$ cat config.mk
export PLATFORM = sky130hd
export DESIGN_NAME = gpio_input_filter
export DESIGN_NICKNAME = d
export VERILOG_FILES = /design/src/rtl/gpio_input_filter.sv
export SDC_FILE = /design/constraint.sdc
export NUM_CORES = 1
export LEC_CHECK = 0
export ABC_AREA = 1
export CORE_ASPECT_RATIO = 0.8
export CORE_MARGIN = 5
export CORE_UTILIZATION = 60
export DETAILED_ROUTE_END_ITERATION = 10
export HOLD_SLACK_MARGIN = 0.03
export PLACE_DENSITY = 0.9
export SLEW_MARGIN = 40
export SYNTH_ARGS = -nofsm -noshare
export SYNTH_HDL_FRONTEND = slang
export SYNTH_SLANG_ARGS = --single-unit
$ cat constraint.sdc
create_clock -name clk -period 6.5 [get_ports clk]
set_input_delay 1.95 -clock clk [delete_from_list [all_inputs] [get_ports clk]]
set_output_delay 1.95 -clock clk [all_outputs]
set_load 0.01 [all_outputs]
$ cat src/rtl/gpio_input_filter.sv
// Per-pin GPIO input conditioning: pad synchroniser, shared sample prescaler and
// optional debounce that flips io_out only after flen consecutive stable ticks.
module gpio_input_filter #(
  parameter int unsigned PINS        = 32,
  parameter int unsigned SYNC_STAGES = 2,
  parameter int unsigned CNT_WIDTH   = 8,
  parameter int unsigned PRESC_WIDTH = 16
) (
  input  logic                   clk,
  input  logic                   rst_n,
  input  logic [PINS-1:0]        pad_in,
  input  logic [PINS-1:0]        fen,
  input  logic [CNT_WIDTH-1:0]   flen,
  input  logic [PRESC_WIDTH-1:0] presc,
  output logic [PINS-1:0]        io_sync,
  output logic [PINS-1:0]        io_out,
  output logic                   tick
);

  localparam int unsigned CNT_EXT_W = CNT_WIDTH + 1;

  logic [PINS-1:0]        sync_q [SYNC_STAGES];
  logic [PRESC_WIDTH-1:0] pcnt;
  logic                   flen_zero;

  assign flen_zero = (flen == '0);

  // Synchroniser chain; the last stage is the registered io_sync
  always_ff @(posedge clk or negedge rst_n) begin
    if (!rst_n) begin
      for (int s = 0; s < int'(SYNC_STAGES); s++) sync_q[s] <= '0;
    end else begin
      sync_q[0] <= pad_in;
      for (int s = 1; s < int'(SYNC_STAGES); s++) sync_q[s] <= sync_q[s-1];
    end
  end

  assign io_sync = sync_q[SYNC_STAGES-1];

  // Shared prescaler; a lowered presc below pcnt wraps on the next edge
  always_ff @(posedge clk or negedge rst_n) begin
    if (!rst_n) begin
      pcnt <= '0;
      tick <= 1'b0;
    end else if (pcnt >= presc) begin
      pcnt <= '0;
      tick <= 1'b1;
    end else begin
      pcnt <= pcnt + PRESC_WIDTH'(1);
      tick <= 1'b0;
    end
  end

  for (genvar i = 0; i < int'(PINS); i++) begin : g_pin
    logic [CNT_WIDTH-1:0] cnt;
    logic [CNT_EXT_W-1:0] cnt_inc;
    logic                 out_q;
    logic                 mismatch;
    logic                 bypass;

    assign cnt_inc  = {1'b0, cnt} + CNT_EXT_W'(1);
    assign mismatch = io_sync[i] ^ out_q;
    assign bypass   = !fen[i] || flen_zero;
    assign io_out[i] = out_q;

    // Stability counter: any reversion clears progress, flip once flen ticks seen
    always_ff @(posedge clk or negedge rst_n) begin
      if (!rst_n) begin
        cnt   <= '0;
        out_q <= 1'b0;
      end else if (bypass) begin
        cnt   <= '0;
        out_q <= io_sync[i];
      end else if (!mismatch) begin
        cnt <= '0;
      end else if (tick) begin
        if (cnt_inc >= {1'b0, flen}) begin
          cnt   <= '0;
          out_q <= ~out_q;
        end else if (cnt != '1) begin
          cnt <= cnt_inc[CNT_WIDTH-1:0];
        end
      end
    end
  end

endmodule

==> Word level (Yosys, flattened, before mapping) <==
Cells that the tools add are included.
{ "totals": {"ff_bits": 369, "inputBits": 90, "word_cells": 809, "out_inout_bits": 65} }
{ "classes": {"mux": 290, "n_lt_le_gt_ge": 33, "add_sub_neg": 33, "bitwise": 64, "reduce_logical": 225, "eq_ne": 96} }
{ "ops": {"columns": ["cell", "n"], "rows": [
  ["8-bit 2-to-1 mux", 160],
  ["8-bit by 1-bit adder with 9-bit output (second input constant)", 32],
  ["9-bit by 8-bit >= comparator with 1-bit output", 32],
  ["8-bit inequality test (second input constant)", 32],
  ["2-bit nonzero test", 96],
  ["1-bit 2-to-1 mux", 129],
  ["4-bit by 1-bit inequality test with 1-bit output (second input constant)", 32],
  ["3-bit by 2-bit inequality test with 1-bit output (second input constant)", 32],
  ["3-bit AND reduction", 32],
  ["2-bit AND reduction", 32],
  ["1-bit logical NOT", 32],
  ["1-bit logical OR", 32],
  ["1-bit inverter", 32],
  ["1-bit XOR", 32],
  ["16-bit by 1-bit adder with 16-bit output (second input constant)", 1],
  ["16-bit >= comparator", 1],
  ["16-bit 2-to-1 mux", 1],
  ["8-bit logical NOT", 1]
]} }

==> Depth between registers and ports, before layout <==
{ "depth": {"ltp_word": 6, "mapped_depth": 17, "ltp_nobuf": 17} }

==> Worst setup path before layout <==
No wires, ideal clock.
{ "synth_path": {"kind": "in2reg", "from": "input port flen[2]", "to": "register g_pin[17].cnt[0]", "t_arrival_ns": 3.808, "setup_time_ns": 0.065, "slack_ns": 2.627, "required_time_ns": 6.435, "path_stages": 13, "n_path_buf": 0, "path_cell_list": "inv_1 ha_1 a21oi_1 o21ai_0 nand2_1 nand2_1 nand2_1 nand2_1 nand2_1 nand2_1 nor2_1 nand2_1 nand2_1"} }
{ "synth_via": {"elab_chain_len": 5, "word_cells_on_any_way": 10, "cone_classes": "1 x order compare; 2 x eq/ne; 4 x mux; 3 x reduce/logical"} }
{ "synth_rtl": {"columns": ["item", "line_no", "source"], "rows": [
  ["from (decl)", "13", "input logic [CNT_WIDTH-1:0] flen,"],
  ["9-bit by 8-bit >= comparator with 1-bit output", "77", "if (cnt_inc >= {1'b0, flen}) begin"],
  ["8-bit 2-to-1 mux", "77", null],
  ["8-bit 2-to-1 mux", "76", "end else if (tick) begin"],
  ["8-bit 2-to-1 mux", "74", "end else if (!mismatch) begin"],
  ["8-bit 2-to-1 mux", "71", "end else if (bypass) begin"],
  ["to (signal assigned)", "81", "cnt <= cnt_inc[CNT_WIDTH-1:0];"],
  ["to (decl)", "55", "logic [CNT_WIDTH-1:0] cnt;"]
]} }
Parallel ways exist; a longest one is shown, timed or not. The select of a mux whose other input is x is not followed.
A chain may end at the register's enable or synchronous reset.

==> Worst setup path after layout <==
{ "layout_path": {"from": "input port flen[3]", "to": "register g_pin[19].cnt[1]"} }
{ "layout_via": {"elab_chain_len": 5, "word_cells_on_any_way": 10, "cone_classes": "1 x order compare; 2 x eq/ne; 4 x mux; 3 x reduce/logical"} }
{ "layout_rtl": {"columns": ["item", "line_no"], "rows": [
  ["9-bit by 8-bit >= comparator with 1-bit output", "77"],
  ["8-bit 2-to-1 mux", "77"],
  ["8-bit 2-to-1 mux", "76"],
  ["8-bit 2-to-1 mux", "74"],
  ["8-bit 2-to-1 mux", "71"],
  ["to (signal assigned)", "81"],
  ["to (decl)", "55"]
]} }
Parallel ways exist; a longest one is shown, timed or not. The select of a mux whose other input is x is not followed.

==> metrics.txt <==
status finished clean; CTS Sinks 369; cells on worst reg2reg path 5; number of diodes 0; top post-synthesis cells by area dfrtp_1 (34%), ha_1 (14%), nand2_1 (13%); Clock Pin Slew Worst Setup and Hold Paths 0.06 ns; r2r endpoint g_pin[19].cnt[1]$_DFFE_PN0P_; Final period util 65.2%; Final Non-Filler Cells 4367; DR vias 23700; clk_skew 0.0209 ns; CP Cell Sequence clkdlybuf4s50_1 > inv_2 > nand4_1 > nor2_4 > inv_4 > nand2_1 > inv_1 > nand3_2 > inv_1 > o21bai_1; distinct cell type count after synthesis 33; number of routed nets with antenna violations 0; fmax 236 MHz; max incr delay on CP 0.61 ns; GR Overflow Total 0; hpwl dp 44000 µm; fin. max-slew vios 0; die area 0.0499 mm²; Post-synth EDFFs 0; Avg Cell Area, Syn 7.57 µm²; Worst-Skew Late Latency 0.57 ns; CP max stage cell nor2_4; first-pass GRT wire length 110000 µm; Hold WC Path Type register to register; clock buffer depth 3; Initial Utilization 61.1%; clock period minus worst slack 4.24 ns; R2R Setup Slk 3.91 ns; crit-path leading delay family simple AND/OR/NAND/NOR gates; ys async rst share 100%; warnings from Yosys 0; Worst R2R Start tick$_DFF_PN0_; core area 0.0447 mm²; crit end category register; initial antenna violation count 0; most area-hungry cell type in the Yosys netlist dfrtp_1; DRC viols 0; Worst Tran Pin Value 0.791 ns; Peak VDD IR 0.198 mV; hold_buf cts 0; Pleak 16.5 nW; final setup fails 0; fraction of the yosys area taken by sequential cells 33.8%; RSZ-0062 raised after global routing no; flops & latches, synth 369; drt first pass iters 7; maxcap violations 0; Worst path most repeated cell inv_1; Ports 155; chip height 201 µm; port buffer count 154; largest net degree at the start of global routing 116; WP data arrival 4.71 ns; WP buf/inv 5; Total GRT Usage 25.7%; CTS tree done; CTS resizes 0; Synth Net Count 4002; Die W 249 µm; htree depth 2; vias per inst 5.43; Synth Instances 3607; worst setup path class input port to register; Worst Path Required 6.98 ns; dpl cells 4296; std cell rows 69; Worst Min Path Start sync_q[40]$_DFF_PN0_; initial DRC count 1672; Clock Tree Root clkbuf_16; NumNets Final 4131; layout cells sized above 1 4.84%; wire per inst 14.9 µm; critical path peak fanout 25; total length of routed wires 65200 µm; pwr/cell area 207 mW/mm²; setup TNS 0 ns; vias in the first global route 23000; postcts setup bufs 0; TritonCTS buffer count 41; final core utilization 68.2%; WHS Path Cells 0; GPL Wtd Cong 0.897; Worst Hold End io_sync[8]$_DFF_PN0_; Max transition margin 47.2%; Syn Std Cell Area 0.0273 mm²; synth-to-layout area growth 11.7%; Setup crit start kind input port; Yosys top cell area share 33.8%; final hold violations 0; dominant synthesized flop cell dfrtp_1
[placed cells by master, fill, tap and decap left out, drive strengths merged, types with 25 or more instances in the layout]
| cell type | synthesis | final |
|---|---|---|
| nand2 | 960 | 960 |
| inv | 548 | 550 |
| dfrtp | 369 | 369 |
| nor2 | 342 | 342 |
| ha | 305 | 305 |
| o21bai | 185 | 185 |
| nand4 | 177 | 177 |
| xor2 | 156 | 156 |
| clkdlybuf4s50 | 0 | 152 |
| nand3 | 146 | 146 |
| a21oi | 110 | 110 |
| o21ai | 106 | 106 |
| clkbuf | 5 | 62 |
| xnor2 | 52 | 52 |
| clkinv | 20 | 25 |
[worst max path at each step]
stage | from | cells past startpoint | end
after floorplan | flen[2] | 13 | g_pin[17].cnt[0]$_DFFE_PN0P_
after global placement | flen[4] | 10 | g_pin[21].out_q$_DFFE_PN0P_
after detailed placement | flen[2] | 10 | g_pin[19].cnt[1]$_DFFE_PN0P_
after CTS | flen[3] | 10 | g_pin[19].cnt[1]$_DFFE_PN0P_
after global routing | flen[5] | 13 | g_pin[8].cnt[2]$_DFFE_PN0P_
final | flen[3] | 10 | g_pin[19].cnt[1]$_DFFE_PN0P_
[cell usage after synthesis (3+ instances only)]
cell      number
inv_2         23
inv_1        525
clkbuf_1       5
buf_4         65
or2_2          5
o21ai_0      106
nand3_2       19
nand2_2       18
xnor2_1       52
nand4_1      177
ha_1         305
a21oi_1      110
buf_2          9
nor2_1       316
nor2_2        25
o22ai_1       10
nand3b_1       7
o21bai_1     185
nand3_1      127
dfrtp_1      369
a31o_2         5
nand2_1      942
nor3_1        13
xor2_1       156
clkinv_1      20
or2_1          3
[sequential cells by signal, summed over array words and instances (netlist names)]
| register | cells |
|---|---|
| g_pin.out_q | 32 |
| sync_q | 32 |
| pcnt | 16 |
| g_pin.cnt | 256 |
| tick | 1 |
| io_sync | 32 |
[routing by layer]
layer,up-vias,track usage [%],share of wire (%),wire length (µm)
li1,11900,-,-,-
met1,11000,34.1,44,28900
met2,665,42.6,46,30100
met3,161,4.12,5.8,3770
met4,0,9.73,3.6,2350
met5,-,0,0,0
[layout make-up]
| type | instances | area [µm²] |
|---|---|---|
| clock buffer | 62 | 1250 |
| fill | 3526 | 14200 |
| tap | 603 | 754 |
| clock inverter | 9 | 98.8 |
| sequential | 369 | 9240 |
| inverter | 568 | 2130 |
| timing repair buffer | 167 | 1660 |
| multi-input combinational | 2589 | 15400 |
[worst reg2reg max path: stages, from the launching register on]
cell      delay, ns
dfrtp_2        0.61
inv_2          0.40
buf_4          0.63
nand3_2        0.39
inv_1          0.30
o21bai_1       0.12
[logic make-up after synthesis]
kind of cell               after synthesis  share of synthesized area, %
adders and majority gates              305                          14.0
buffers and inverters                  649                          9.91
and+or+nand+nor                       1657                          26.1
xor gates and xnor gates               208                          6.67
DFF                                    369                          33.8
AOI/OAI and AO/OA                      419                          9.52
[report_power, final]
part | internal, W | switching (W) | total, W | leakage [nW]
clock | 0.00140 | 0.000962 | 0.00236 | 0.669
sequential | 0.00244 | 0.000161 | 0.00260 | 4.91
combinational | 0.000507 | 0.000856 | 0.00136 | 10.9
[stage by stage]
stage / area [µm²] / worst slack, ns / total power (W) / hold WS (ns)
floorplan: 27300 / 2.63 / 0.00355 / 0.331
global placement: 29100 / 1.58 / 0.00392 / 0.331
detailed placement: 29200 / 1.72 / 0.00399 / 0.335
CTS: 30500 / 2.29 / 0.00636 / 0.347
global route: 30500 / 2.17 / 0.00668 / 0.351
finish: 30500 / 2.26 / 0.00633 / 0.346
Note: power is estimated with default switching activity, not from simulation.
